## src/rtl/hash_feeder_pkg.sv

```systemverilog
// Shared types and constants for the hash message feeder.
// Optional feature macro: HASH_FEEDER_CHECK_EN (expected-digest compare).
package hash_feeder_pkg;

  localparam int FIFO_DEPTH = 16;
  localparam int FIFO_AW    = $clog2(FIFO_DEPTH);
  localparam int BYTE_W     = 8;
  localparam int LEN_W      = 64;
  localparam int DIG_W      = 32;

  // Feeder control states; encoding 2'd3 is illegal and recovers to S_IDLE.
  typedef enum logic [1:0] {
    S_IDLE   = 2'd0,
    S_STREAM = 2'd1,
    S_WAIT   = 2'd2
  } state_t;

endpackage

```

## src/rtl/hash_msg_feeder_if.sv

```systemverilog
// Bus bundle between the host side, the feeder and the hash core.
// Handshake rule for cmd_* and wr_*: a transfer happens on a rising clk edge
// where valid && ready are both high; valid may be raised independently of
// ready, and payload must be stable while valid is high and ready is low.
interface hash_msg_feeder_if;
  import hash_feeder_pkg::*;

  logic              cmd_valid;
  logic              cmd_ready;
  logic [LEN_W-1:0]  cmd_len;
  logic [DIG_W-1:0]  exp_digest;
  logic              wr_valid;
  logic              wr_ready;
  logic [BYTE_W-1:0] wr_data;
  logic              m_valid;
  logic [BYTE_W-1:0] message;
  logic [LEN_W-1:0]  counter;
  logic              hash_ready;
  logic [DIG_W-1:0]  digest_in;
  logic [DIG_W-1:0]  digest_out;
  logic              digest_valid;
  logic              digest_match;
  logic              busy;

  // Feeder view.
  modport slave (
    input  cmd_valid, cmd_len, exp_digest, wr_valid, wr_data,
           hash_ready, digest_in,
    output cmd_ready, wr_ready, m_valid, message, counter,
           digest_out, digest_valid, digest_match, busy
  );

  // Host plus hash-core view.
  modport master (
    output cmd_valid, cmd_len, exp_digest, wr_valid, wr_data,
           hash_ready, digest_in,
    input  cmd_ready, wr_ready, m_valid, message, counter,
           digest_out, digest_valid, digest_match, busy
  );

endinterface

```

## src/rtl/hash_feeder_fifo.sv

```systemverilog
// Byte FIFO, FIFO_DEPTH entries, with full/empty flags.
// Push while full is dropped; push and pop in the same cycle both apply.
module hash_feeder_fifo
  import hash_feeder_pkg::*;
(
  input  logic              clk,
  input  logic              rst_n,
  input  logic              push_i,
  input  logic [BYTE_W-1:0] wr_data_i,
  input  logic              pop_i,
  output logic [BYTE_W-1:0] rd_data_o,
  output logic              full_o,
  output logic              empty_o
);

  logic [BYTE_W-1:0]  mem_q [FIFO_DEPTH];
  logic [FIFO_AW-1:0] wr_ptr_q;
  logic [FIFO_AW-1:0] rd_ptr_q;
  logic [FIFO_AW:0]   count_q;
  logic               push_ok;
  logic               pop_ok;

  assign full_o    = (count_q == (FIFO_AW+1)'(FIFO_DEPTH));
  assign empty_o   = (count_q == '0);
  assign push_ok   = push_i && !full_o;
  assign pop_ok    = pop_i && !empty_o;
  assign rd_data_o = mem_q[rd_ptr_q];

  // Storage write; contents need no reset because count_q gates reads.
  always_ff @(posedge clk) begin
    if (push_ok) begin
      mem_q[wr_ptr_q] <= wr_data_i;
    end
  end

  // Pointer and occupancy tracking; pointers wrap naturally at FIFO_DEPTH.
  always_ff @(posedge clk) begin
    if (!rst_n) begin
      wr_ptr_q <= '0;
      rd_ptr_q <= '0;
      count_q  <= '0;
    end else begin
      if (push_ok) begin
        wr_ptr_q <= wr_ptr_q + 1'b1;
      end
      if (pop_ok) begin
        rd_ptr_q <= rd_ptr_q + 1'b1;
      end
      case ({push_ok, pop_ok})
        2'b10:   count_q <= count_q + 1'b1;
        2'b01:   count_q <= count_q - 1'b1;
        default: count_q <= count_q;
      endcase
    end
  end

endmodule

```

## src/rtl/hash_msg_feeder.sv

```systemverilog
// Hash message feeder: buffers message bytes, streams exactly cmd_len of
// them to a hash core one per cycle, then waits for a fresh hash_ready edge
// to capture the digest.
// Optional feature macro: HASH_FEEDER_CHECK_EN -- latches exp_digest on the
// command handshake and reports digest_match; without it digest_match is 0.
module hash_msg_feeder
  import hash_feeder_pkg::*;
(
  input  logic                   clk,
  input  logic                   rst_n,
  hash_msg_feeder_if.slave       bus,
  output state_t                 state_o
);

  state_t            state_q;
  logic [LEN_W-1:0]  remaining_q;
  logic [LEN_W-1:0]  counter_q;
  logic              m_valid_q;
  logic [BYTE_W-1:0] message_q;
  logic [DIG_W-1:0]  digest_out_q;
  logic              digest_valid_q;
  logic              hash_ready_q;

  logic              fifo_full;
  logic              fifo_empty;
  logic [BYTE_W-1:0] fifo_rd_data;
  logic              push;
  logic              pop;
  logic              cmd_fire;
  logic              hash_rise;

  // Bytes are accepted in every state; the FIFO only refuses when full.
  assign push      = bus.wr_valid && !fifo_full;
  // One byte per cycle while the current message still needs bytes.
  assign pop       = (state_q == S_STREAM) && (remaining_q != '0) && !fifo_empty;
  assign cmd_fire  = bus.cmd_valid && (state_q == S_IDLE);
  // Only a fresh 0->1 transition of the core's done level counts.
  assign hash_rise = bus.hash_ready && !hash_ready_q;

  hash_feeder_fifo u_fifo (
    .clk       (clk),
    .rst_n     (rst_n),
    .push_i    (push),
    .wr_data_i (bus.wr_data),
    .pop_i     (pop),
    .rd_data_o (fifo_rd_data),
    .full_o    (fifo_full),
    .empty_o   (fifo_empty)
  );

`ifdef HASH_FEEDER_CHECK_EN
  logic [DIG_W-1:0] exp_q;
  logic             digest_match_q;

  // Expected digest travels with the command that introduced it.
  always_ff @(posedge clk) begin
    if (!rst_n) begin
      exp_q <= '0;
    end else if (cmd_fire) begin
      exp_q <= bus.exp_digest;
    end
  end

  // Match flag is refreshed only when a new digest is captured.
  always_ff @(posedge clk) begin
    if (!rst_n) begin
      digest_match_q <= 1'b0;
    end else if ((state_q == S_WAIT) && hash_rise) begin
      digest_match_q <= (bus.digest_in == exp_q);
    end
  end

  assign bus.digest_match = digest_match_q;
`else
  logic unused_exp_digest;
  assign unused_exp_digest = ^bus.exp_digest;
  assign bus.digest_match  = 1'b0;
`endif

  // Control FSM with registered stream and digest outputs.
  always_ff @(posedge clk) begin
    if (!rst_n) begin
      state_q        <= S_IDLE;
      remaining_q    <= '0;
      counter_q      <= '0;
      m_valid_q      <= 1'b0;
      message_q      <= '0;
      digest_out_q   <= '0;
      digest_valid_q <= 1'b0;
      hash_ready_q   <= 1'b0;
    end else begin
      m_valid_q      <= 1'b0;
      digest_valid_q <= 1'b0;
      hash_ready_q   <= bus.hash_ready;
      case (state_q)
        S_IDLE: begin
          if (cmd_fire) begin
            remaining_q <= bus.cmd_len;
            counter_q   <= bus.cmd_len;
            state_q     <= S_STREAM;
          end
        end
        S_STREAM: begin
          if (remaining_q == '0) begin
            // Empty message: the core still needs one strobe to start.
            m_valid_q <= 1'b1;
            message_q <= '0;
            state_q   <= S_WAIT;
          end else if (!fifo_empty) begin
            m_valid_q   <= 1'b1;
            message_q   <= fifo_rd_data;
            remaining_q <= remaining_q - 1'b1;
            if (remaining_q == LEN_W'(1)) begin
              state_q <= S_WAIT;
            end
          end
        end
        S_WAIT: begin
          if (hash_rise) begin
            digest_out_q   <= bus.digest_in;
            digest_valid_q <= 1'b1;
            state_q        <= S_IDLE;
          end
        end
        default: begin
          state_q <= S_IDLE;
        end
      endcase
    end
  end

  assign bus.cmd_ready    = (state_q == S_IDLE);
  assign bus.wr_ready     = !fifo_full;
  assign bus.m_valid      = m_valid_q;
  assign bus.message      = message_q;
  assign bus.counter      = counter_q;
  assign bus.digest_out   = digest_out_q;
  assign bus.digest_valid = digest_valid_q;
  assign bus.busy         = (state_q != S_IDLE);
  assign state_o          = state_q;

endmodule
```

## src/flat_wrapper.sv

```systemverilog
// flat-port wrapper written by rule: the top's interface ports become plain ports
module hash_msg_feeder_flat import hash_feeder_pkg::*;
  (clk, rst_n, state_o, bus_cmd_valid, bus_cmd_len, bus_exp_digest, bus_wr_valid, bus_wr_data, bus_hash_ready, bus_digest_in, bus_cmd_ready, bus_wr_ready, bus_m_valid, bus_message, bus_counter, bus_digest_out, bus_digest_valid, bus_digest_match, bus_busy);
  hash_msg_feeder_if bus_i ();
  input  logic clk;
  input  logic rst_n;
  output state_t state_o;
  input wire logic [$bits(bus_i.cmd_valid)-1:0] bus_cmd_valid;
  input wire logic [$bits(bus_i.cmd_len)-1:0] bus_cmd_len;
  input wire logic [$bits(bus_i.exp_digest)-1:0] bus_exp_digest;
  input wire logic [$bits(bus_i.wr_valid)-1:0] bus_wr_valid;
  input wire logic [$bits(bus_i.wr_data)-1:0] bus_wr_data;
  input wire logic [$bits(bus_i.hash_ready)-1:0] bus_hash_ready;
  input wire logic [$bits(bus_i.digest_in)-1:0] bus_digest_in;
  output wire logic [$bits(bus_i.cmd_ready)-1:0] bus_cmd_ready;
  output wire logic [$bits(bus_i.wr_ready)-1:0] bus_wr_ready;
  output wire logic [$bits(bus_i.m_valid)-1:0] bus_m_valid;
  output wire logic [$bits(bus_i.message)-1:0] bus_message;
  output wire logic [$bits(bus_i.counter)-1:0] bus_counter;
  output wire logic [$bits(bus_i.digest_out)-1:0] bus_digest_out;
  output wire logic [$bits(bus_i.digest_valid)-1:0] bus_digest_valid;
  output wire logic [$bits(bus_i.digest_match)-1:0] bus_digest_match;
  output wire logic [$bits(bus_i.busy)-1:0] bus_busy;
  assign bus_i.cmd_valid = bus_cmd_valid;
  assign bus_i.cmd_len = bus_cmd_len;
  assign bus_i.exp_digest = bus_exp_digest;
  assign bus_i.wr_valid = bus_wr_valid;
  assign bus_i.wr_data = bus_wr_data;
  assign bus_i.hash_ready = bus_hash_ready;
  assign bus_i.digest_in = bus_digest_in;
  assign bus_cmd_ready = bus_i.cmd_ready;
  assign bus_wr_ready = bus_i.wr_ready;
  assign bus_m_valid = bus_i.m_valid;
  assign bus_message = bus_i.message;
  assign bus_counter = bus_i.counter;
  assign bus_digest_out = bus_i.digest_out;
  assign bus_digest_valid = bus_i.digest_valid;
  assign bus_digest_match = bus_i.digest_match;
  assign bus_busy = bus_i.busy;
  hash_msg_feeder u_core (.clk(clk), .rst_n(rst_n), .bus(bus_i), .state_o(state_o));
endmodule
```

## config.mk

```make
export PLATFORM = sky130hd
export DESIGN_NAME = hash_msg_feeder_flat
export DESIGN_NICKNAME = d
export VERILOG_FILES = /design/src/rtl/hash_feeder_pkg.sv /design/src/rtl/hash_msg_feeder_if.sv /design/src/rtl/hash_feeder_fifo.sv /design/src/rtl/hash_msg_feeder.sv /design/src/flat_wrapper.sv
export SDC_FILE = /design/constraint.sdc
export NUM_CORES = 1
export LEC_CHECK = 0
export CAP_MARGIN = 20
export CORE_UTILIZATION = 55
export CTS_CLUSTER_DIAMETER = 100
export DETAILED_ROUTE_END_ITERATION = 10
export PLACE_DENSITY = 0.82
export SYNTH_ARGS = -nofsm -noshare
export SYNTH_HDL_FRONTEND = slang
export SYNTH_SLANG_ARGS = --single-unit
```

## constraint.sdc

```tcl
create_clock -name clk -period 5.9 [get_ports clk]
set_clock_uncertainty 0.15 [all_clocks]
set_input_delay 1.475 -clock clk [delete_from_list [all_inputs] [get_ports clk]]
set_output_delay 1.475 -clock clk [all_outputs]
set_load 0.05 [all_outputs]
```

## Word-level counts from Yosys, hierarchy flattened

Memories as Yosys holds them, arrays and structs flattened. A register that Yosys moved wholly into a read port is not among the register bits.
Index checks and enable logic that the tools add are counted.

- Add/sub/neg operators: 5
- Equal/unequal tests: 13
- Muxes and demuxes: 20
- Reductions and logical operators: 24

Operators by type and width:

| cell | number |
|---|---|
| two-way mux 64 bit | 3 |
| one-hot mux 64 bit (2 select lines) | 1 |
| == test 64 x 1 -> 1 bit, second input constant | 1 |
| logical NOT 64 bit | 1 |
| nonzero test 64 bit | 1 |
| subtractor 64 x 1 -> 64 bit, second input constant | 1 |
| two-way mux 8 bit | 2 |
| two-way mux 2 bit | 5 |
| one-hot mux 5 bit (2 select lines) | 1 |
| AND reduction 2 bit | 5 |
| adder 4 x 1 -> 4 bit, second input constant | 2 |
| two-way mux 4 bit | 2 |
| AND reduction 4 bit | 2 |
| logical AND 1 bit | 7 |
| inequality test 2 bit, second input constant | 3 |
| inequality test 3 bit, second input constant | 2 |
| one-hot mux 2 bit (3 select lines) | 1 |
| nonzero test 2 bit | 3 |
| adder 5 x 1 -> 5 bit, second input constant | 1 |
| == test 5 bit, second input constant | 1 |
| logical NOT 5 bit | 1 |
| two-way mux 1 bit | 5 |
| subtractor 5 x 1 -> 5 bit, second input constant | 1 |
| == test 2 x 1 -> 1 bit, second input constant | 2 |
| other kinds (4) | 8 |

- Flip-flop bits (word level): 186
- Bits in writable memories: 128
- Bits of input ports: 141
- Logic and storage cells: 74
- Memories kept: 1

Memory list:

| name | words | width | read ports | clocked after Yosys merged registers in | wr ports | RTL line | text |
|---|---|---|---|---|---|---|---|
| u_core.u_fifo.mem_q | 16 | 8 | 1 | 1 | 1 | hash_feeder_fifo.sv:16 | `logic [BYTE_W-1:0] mem_q [FIFO_DEPTH];` |

## Longest topological paths before layout

- Depth after elaboration: 6
- Gate-level depth with buffers: 17

## By module

From an unflattened synthesis, not the netlist that was laid out.

- Cells, all modules: 1394
- Area total of the unflattened synthesis: 14054.7 µm²

Modules (own cells, without submodules):

| module | times used | cells an instance | area an instance (µm²) | sequential area each (µm²) |
|---|---|---|---|---|
| hash_msg_feeder | 1 | 1063 | 8122.8 | 3463.3 |
| hash_feeder_fifo | 1 | 331 | 5931.9 | 4184.0 |

## Worst setup path after synthesis

Ideal clock, no wire load.

- Kind: flip-flop to flip-flop
- Start point: register u_core.remaining_q[10]
- End point: register u_core.u_fifo.count_q[4]
- Library setup time: 121 ps
- Data arrival time: 3566 ps
- Data required time: 5629 ps
- Slack: 2062 ps
- Cell stages (with the launch flop): 15
- Buffers on the path: 2
- Period minus slack after synthesis: 3838 ps
- Cell sequence: dfxtp_1 or4_4 nor4_2 and4_1 a31o_2 inv_2 buf_1 ha_1 clkbuf_1 xor2_1 ha_1 nand2_1 a2111oi_0 o2bb2ai_1 mux2i_1

- Longest elaborated chain between the ends: 6
- Elaborated cells between the ends (all ways): 8

Ends and longest elaborated chain:

| element | RTL line | text |
|---|---|---|
| from (decl) | hash_msg_feeder.sv:16 | `logic [LEN_W-1:0] remaining_q;` |
| from (signal assigned) | hash_msg_feeder.sv:98 | `remaining_q <= bus.cmd_len;` |
| from (signal assigned) | hash_msg_feeder.sv:112 | `remaining_q <= remaining_q - 1'b1;` |
| nonzero test 64 bit (*) | hash_msg_feeder.sv:35 | `assign pop = (state_q == S_STREAM) && (remaining_q != '0) && !fifo_empty;` |
| logical AND 1 bit (*) (2 in a row) | hash_msg_feeder.sv:35 |  |
| logical AND 1 bit (*) | hash_feeder_fifo.sv:26 | `assign pop_ok = pop_i && !empty_o;` |
| via u_core.u_fifo.pop_ok | hash_feeder_fifo.sv:21 | `logic pop_ok;` |
| == test 2 x 1 -> 1 bit or == test 2 bit (tied branches) | hash_feeder_fifo.sv:49 | `case ({push_ok, pop_ok})` |
| one-hot mux 5 bit (2 select lines) or nonzero test 2 bit (tied branches) | - |  |
| to (signal assigned) | hash_feeder_fifo.sv:50 | `2'b10: count_q <= count_q + 1'b1;` |
| to (signal assigned) | hash_feeder_fifo.sv:51 | `2'b01: count_q <= count_q - 1'b1;` |
| to (signal assigned) | hash_feeder_fifo.sv:52 | `default: count_q <= count_q;` |
| to (decl) | hash_feeder_fifo.sv:19 | `logic [FIFO_AW:0] count_q;` |

The timed path passes the listed nets; every way through them passes the cells marked *.
A chain may end at the register's enable or synchronous reset.

## Final worst setup path

- Start point: register u_core.remaining_q[10]
- End point: register u_core.u_fifo.count_q[4]

- Longest elaborated chain between the ends: 6
- Elaborated cells between the ends (all ways): 8

Ends and longest elaborated chain:

| element | RTL line |
|---|---|
| nonzero test 64 bit (*) | hash_msg_feeder.sv:35 |
| logical AND 1 bit (*) (2 in a row) | hash_msg_feeder.sv:35 |
| logical AND 1 bit (*) | hash_feeder_fifo.sv:26 |
| == test 2 x 1 -> 1 bit or == test 2 bit (tied branches) | hash_feeder_fifo.sv:49 |
| one-hot mux 5 bit (2 select lines) or nonzero test 2 bit (tied branches) | - |

Mark *: on every way between the ends. The rest lies on a longest branch, timed or not.

==> results.yml <==
setup_path:
  r2r-end: "u_core.u_fifo.count_q[4]$_SDFFE_PN0P_"
  cp.required_ns: 6.14
  crit_type: "register to register"
  ff2ff_setup_slack_ns: 1.39
  crit_path_end_kind: "register"
  cp_data_arrival_time_ns: 4.75
  critPathLaunchType: "register"
  endpoint: "u_core.u_fifo.count_q[4]$_SDFFE_PN0P_"
  reg2reg_from: "u_core.remaining_q[10]$_SDFFE_PN0P_"
  r2r_cells: 13
  critPathMaxFanout: 19
  crit_start: "u_core.remaining_q[10]$_SDFFE_PN0P_"
global_route:
  antenna_found_initial: 1
  grt_max_degree: 111
  grt_use_total: 0.284
  grt_pass1_wl_um: 57900
  overflow: 0
  grt_pass1_vias: 10900
timing:
  totalNegativeSetupSlack_ns: 0
  finalSetupViolations: 0
  tightestPinTransition_ns: 1.05
  grt_setup_unrepaired: "false"
  maxSlewHeadroom: 0.297
  min_period_over_period: 0.764
  fmax_mhz: 222
  hold_viol: 0
  whs_ns: 0.301
  slew_viol_final: 0
  finalCriticalPeriod_ns: 4.51
  layout_setup_ws_ns: 1.39
synth:
  synth_edf_count: 128
  synth_compound_area_frac: 0.143
  ys_ff_latch: 318
  synth_adder_area_share: 0.00819
  synth_simple_gate_area_frac: 0.186
  async_flop_share: 0
  yosysSeqAreaShare: 0.556
  ys.flop_type: "dfxtp_1"
  synth_area_um2: 13700
  synth.net_count: 1548
  ys_types: 64
  yosys_warnings: 0
  synth_top_family_by_area: "simple AND/OR/NAND/NOR gates"
  avgSynthCellArea_um2: 9.83
  muxShareOfSynthArea: 0.0685
  synth_xor_area_frac: 0.00446
  synthCells: 1398
placement:
  dp_worst_setup_slack_ns: 1.66
  gp_congestion: 0.933
  portBuffers: 219
  place_hpwl_um: 23500
clock_network:
  ctsHtreeMaxLevel: 2
  ctsResizeCount: 0
  cts_tree: "built"
  cts.sinks: 318
  cts_hold_buffers: 0
  cts.reportedPaths.clkPinSlew_ns: 0.06
  cts_buffers: 34
  clockBufferDepth: 3
  root_buffer: "clkbuf_16"
  post_cts_buffers: 0
  clk-insertion-delay-late_ns: 0.51
drt:
  routed_wl_um: 37300
  wl_met1_um: 13900
  ant_nets: 0
  vias: 11600
  drtPass1Iterations: 7
  wire_per_inst_um: 19.5
  drc: 0
  vias_per_cell: 6.05
  wl_met2_um: 19000
  drt_iter0_markers: 1130
  dr_wl_met3_um: 2810
  top_layer: "met4"
finish:
  layout.nets: 1717
  final_common_cell: "nand2_1"
  final_cell_mix: "296 x nand2_1, 218 x clkdlybuf4s50_1, 188 x dfxtp_1, 184 x a21oi_1, 128 x edfxtp_1"
  drive_gt1_frac: 0.0886
  area_growth_pct: 25.5
worst_hold_path:
  min_path_type: "register to register"
floorplanning:
  core_area_um2: 24400
  die_height_um: 160
  die_area_um2: 25600
  ios: 253
  die_w_um: 160
  initial_core_util: 0.564
  rows: 57
power:
  p_leak_nw: 5.85
  switching_share: 0.304
  irDropWorstVdd_mv: 0.325
  p_per_area_nw_per_um2: 354
  p_sw_w: 0.00186
  pwr-share-comb: 0.231
  power.internal_w: 0.00425
  seqPwrFrac: 0.421
  pwr-share-clk: 0.348
run:
  max-cap-violations: 0
status:
  status: "finished, final reports clean"
-- worst max-delay path, stage by stage, from the launching register on --
cell       delay (ns)
dfxtp_1          0.37
or4_4            0.57
nor4_2           0.68
and4_1           0.40
a31o_2           0.29
inv_2            0.24
ha_1             0.39
xor2_1           0.18
ha_1             0.27
nand2_1          0.11
a211oi_1         0.30
o41ai_1          0.14
o2bb2ai_1        0.16
mux2i_1          0.13
-- power groups by stage --
| stage | clock network [W] | logic (W) | registers [W] |
|---|---|---|---|
| after floorplan | 0 | 0.000837 | 0.00270 |
| after global placement | 0 | 0.00133 | 0.00259 |
| after detailed placement | 0 | 0.00136 | 0.00261 |
| after CTS | 0.00215 | 0.00138 | 0.00256 |
| after global routing | 0.00224 | 0.00151 | 0.00258 |
| final | 0.00213 | 0.00141 | 0.00257 |
-- through the flow --
stage / area [µm²] / power [W] / instances / utilization
final: 17300 / 0.00610 / 1917 / 0.707
after global routing: 17200 / 0.00634 / 1916 / 0.707
after CTS: 17200 / 0.00609 / 1914 / 0.706
after detailed placement: 16100 / 0.00397 / 1853 / 0.660
after global placement: 16100 / 0.00392 / 1853 / 0.660
after floorplan: 13700 / 0.00354 / 1398 / -
-- per-layer routing --
layer	vias to the layer above	global-route usage
met3	126	0.0509
met1	5480	0.341
met5	-	0
met4	0	0.123
met2	592	0.500
li1	5405	-
-- state kept, by name, indices dropped and copies added (netlist names), named ones only --
| signal | flops |
|---|---|
| u_core.u_fifo.rd_ptr_q | 4 |
| u_core.bus.digest_valid | 1 |
| u_core.bus.digest_out | 32 |
| u_core.u_fifo.wr_ptr_q | 4 |
| u_core.state_o | 2 |
| u_core.bus.message | 8 |
| u_core.u_fifo.mem_q | 128 |
| u_core.bus.m_valid | 1 |
| u_core.remaining_q | 64 |
| u_core.bus.counter | 64 |
| u_core.hash_ready_q | 1 |
| u_core.u_fifo.count_q | 5 |
-- cell families (layout without fill, tap and decap cells) --
| group | count (synthesis) | in the layout |
|---|---|---|
| compound gates | 336 | 336 |
| xor+xnor | 7 | 7 |
| fa+ha+maj | 9 | 9 |
| buf+inv | 118 | 312 |
| flops | 318 | 318 |
| mux | 44 | 44 |
| other cells | 1 | 2 |
| simple gates | 565 | 565 |
-- worst min path at each step --
stage	slack (ns)	startpoint	endpoint	depth (start not counted)
after floorplan	0.28	u_core.remaining_q[57]$_SDFFE_PN0P_	u_core.remaining_q[57]$_SDFFE_PN0P_	2
after global placement	0.29	u_core.remaining_q[57]$_SDFFE_PN0P_	u_core.remaining_q[57]$_SDFFE_PN0P_	2
after detailed placement	0.30	u_core.bus.counter[17]$_SDFFE_PN0P_	u_core.bus.counter[17]$_SDFFE_PN0P_	2
after CTS	0.30	u_core.bus.digest_out[11]$_SDFFE_PN0P_	u_core.bus.digest_out[11]$_SDFFE_PN0P_	2
after global routing	0.32	u_core.bus.counter[21]$_SDFFE_PN0P_	u_core.bus.counter[21]$_SDFFE_PN0P_	2
final	0.30	u_core.bus.counter[36]$_SDFFE_PN0P_	u_core.bus.counter[36]$_SDFFE_PN0P_	2
-- synthesized netlist by cell type, drive strengths merged, types with 5 or more instances --
cell type	n	share of area
or3	19	0.0090
o32ai	9	0.0057
o22ai	9	0.0041
o31ai	20	0.011
nor3	34	0.013
inv	14	0.0038
nand3	31	0.011
mux4	40	0.066
a211oi	7	0.0038
or2	10	0.0046
o21ai	50	0.018
a31oi	13	0.0059
buf	17	0.0054
nor4	22	0.011
xor2	5	0.0032
nand2b	12	0.0055
nor2	95	0.026
ha	9	0.0082
dfxtp	190	0.28
edfxtp	128	0.28
or4	16	0.0096
a21oi	184	0.067
o41ai	8	0.0051
clkbuf	86	0.023
nand2	297	0.081
nand4	9	0.0041
-- final cells by class --
cell class	count	area [µm²]
multi-input combinational	962	5680
antenna	1	2.50
clock inverter	15	193
tap	324	405
inverter	15	58.8
fill	1771	7140
timing repair buffer	236	2350
sequential	318	7650
clock buffer	46	916
Note: power is estimated with default switching activity, not from simulation.
==> patch, RTL diff (config.mk and constraints unchanged) <==
The option `HASH_FEEDER_CHECK_EN` is turned on by a define.
--- a/src/rtl/hash_msg_feeder.sv
+++ b/src/rtl/hash_msg_feeder.sv
@@ -3,6 +3,8 @@
 // to capture the digest.
 // Optional feature macro: HASH_FEEDER_CHECK_EN -- latches exp_digest on the
 // command handshake and reports digest_match; without it digest_match is 0.
+`define HASH_FEEDER_CHECK_EN
+
 module hash_msg_feeder
   import hash_feeder_pkg::*;
 (
Behaviour: not the same (a bounded check fails within 4 cycles, from zero or initial values and one cycle with rst_n low).
==> patch against the unedited design <==
  * Global-route usage grew 0.71 points
  * Non-clock buffer count grew 34
  * Area after synthesis grew 11%
  * Clock power grew 19%
  * Count of clock-buffer cells in the layout grew 1
  * Worst setup slack gained 360 ps
  * Cell area grew 11%
  * Sequential cell count grew 33
  * Final cell count grew 9.8%
  * Maximum frequency grew 8.7%
  * Power grew 13%
  * Wire length grew 12%
==> patch: results (changes against the unedited design) <==
Status
  • Status: finished clean

Global routing
  • Pin count of the biggest net entering global routing: 97 (-13%)
  • GR Layer Usage met1: 38.31% (+4.2 points)
  • Global-route met3 utilization: 5.007% (-0.084 points)
  • First-pass GRT wire length: 65.64 mm (+13%)
  • Vias in the first global route: 12.20k (+12%)
  • Overall routing resource usage: 29.15% (+0.71 points)
  • Grt met2 use: 48.67% (-1.4 points)

STA
  • Worst-margin pin slew: 1104 ps (+58.95 ps)
  • Hold_ws: 303.7 ps (+3.031 ps)
  • Crit path time final: 4144 ps (-362.1 ps)

Logic synthesis
  • Avg Inst Size Synth: 9.834 um2 (about the same)
  • Commonest cells in the netlist: nand2_1, dfxtp_1, a21oi_1
  • Sequential area share after synthesis: 54.68% (-0.95 points)
  • Post-synth cell types: 73 (+14%)
  • Top cells by area, synth: dfxtp_1, edfxtp_1, nand2_1

Finish
  • Antenna fix cells: 0 (-1)
  • Fraction of layout cells with a size suffix above 1: 8.730% (-0.13 points)

CTS
  • Worst skew pair latency: 530 ps (+20 ps)
  • Postcts setup bufs: 0 (unchanged)
  • Number of buffers created by CTS: 37 (+8.8%)

Power and ir drop
  • Leakage power: 0.006624 uW (+13%)
  • Peak supply drop: 0.2607 mV (-20%)

Setup path
  • Crit path to: u_core.u_fifo.count_q[2]
  • Reg2reg start: u_core.remaining_q[49]
  • Worst EP arrival: 4440 ps (-310 ps)
  • CP max stage delay: 720 ps (+40 ps)
  • Worst path slowest cell: or4_1
  • Reg2reg setup slack: 1760 ps (+360 ps)

Placed design
  • Port Buffers: 252 (+15%)
  • Pre-CTS setup slack: 1633 ps (-28.47 ps)
  • Post-DP HPWL: 26.56 mm (+13%)
  • RePlAce Congestion: 0.8848 (-5.1%)
  • Placed Area: 17,840 um2 (+11%)
  • Inst Count DP: 2,040 (+10%)

Route
  • Routed WL: 41.58 mm (+12%)
  • Vias post-DR: 12.83k (+11%)
  • Vias per inst: 6.095 (+0.69%)
  • Initial drt markers: 1,413 (+25%)

Worst hold path
  • Hold Path End: u_core.bus.counter[35]
  • Critical hold path startpoint: u_core.bus.counter[35]
## patch: cell types whose count changed in the layout (fill, tap and decap cells not counted), moves of 7 or more
| cell | before | now |
|---|---|---|
| o211ai_1 | 4 | 11 |
| xnor2_1 | 2 | 11 |
| clkdlybuf4s50_1 | 218 | 251 |
| dfxtp_1 | 188 | 221 |
| or3_1 | 18 | 11 |
| a22oi_1 | 4 | 16 |
| nand2_1 | 296 | 333 |
| xor2_1 | 5 | 31 |
| a41oi_1 | 0 | 7 |
| a21oi_1 | 184 | 202 |
## patch: kinds of logic (layout without fill, tap and decap cells)
family | Yosys count | after routing | synth area share [%]
AND/OR/NAND/NOR | 590 | 590 | 17.48
AO/OA/AOI/OAI | 381 | 381 | 15.05
flip-flops | 351 | 351 | 54.68
buffers and inverters | 129 | 348 | 3.492
multiplexers | 43 | 43 | 6.127
XOR/XNOR | 42 | 42 | 2.421
adder cells (fa/ha/maj) | 9 | 9 | 0.7412
## patch: where the power goes
part / switching, uW / internal (uW)
registers: 149 / 2670
clock network: 960 / 1580
logic: 951 / 566
total: 2060 / 4820
## patch: final cells by class
class / instances / area (um2)
clock buffers: 47 / 1023
well taps: 341 / 426.7
fillers: 1935 / 7840
flip-flops and latches: 351 / 8310
inverters: 13 / 53.80
multi-input cells: 1065 / 6397
repair buffers: 270 / 2653
clock inverters: 18 / 321.6
## patch: metal layers
| metal | part of all wire (%) | vias to the layer above |
|---|---|---|
| met5 | 0.022 | - |
| met1 | 40 | 6126 |
| met3 | 8.2 | 110 |
| met2 | 49 | 642 |
| met4 | 3.2 | 2 |
| li1 | - | 5949 |
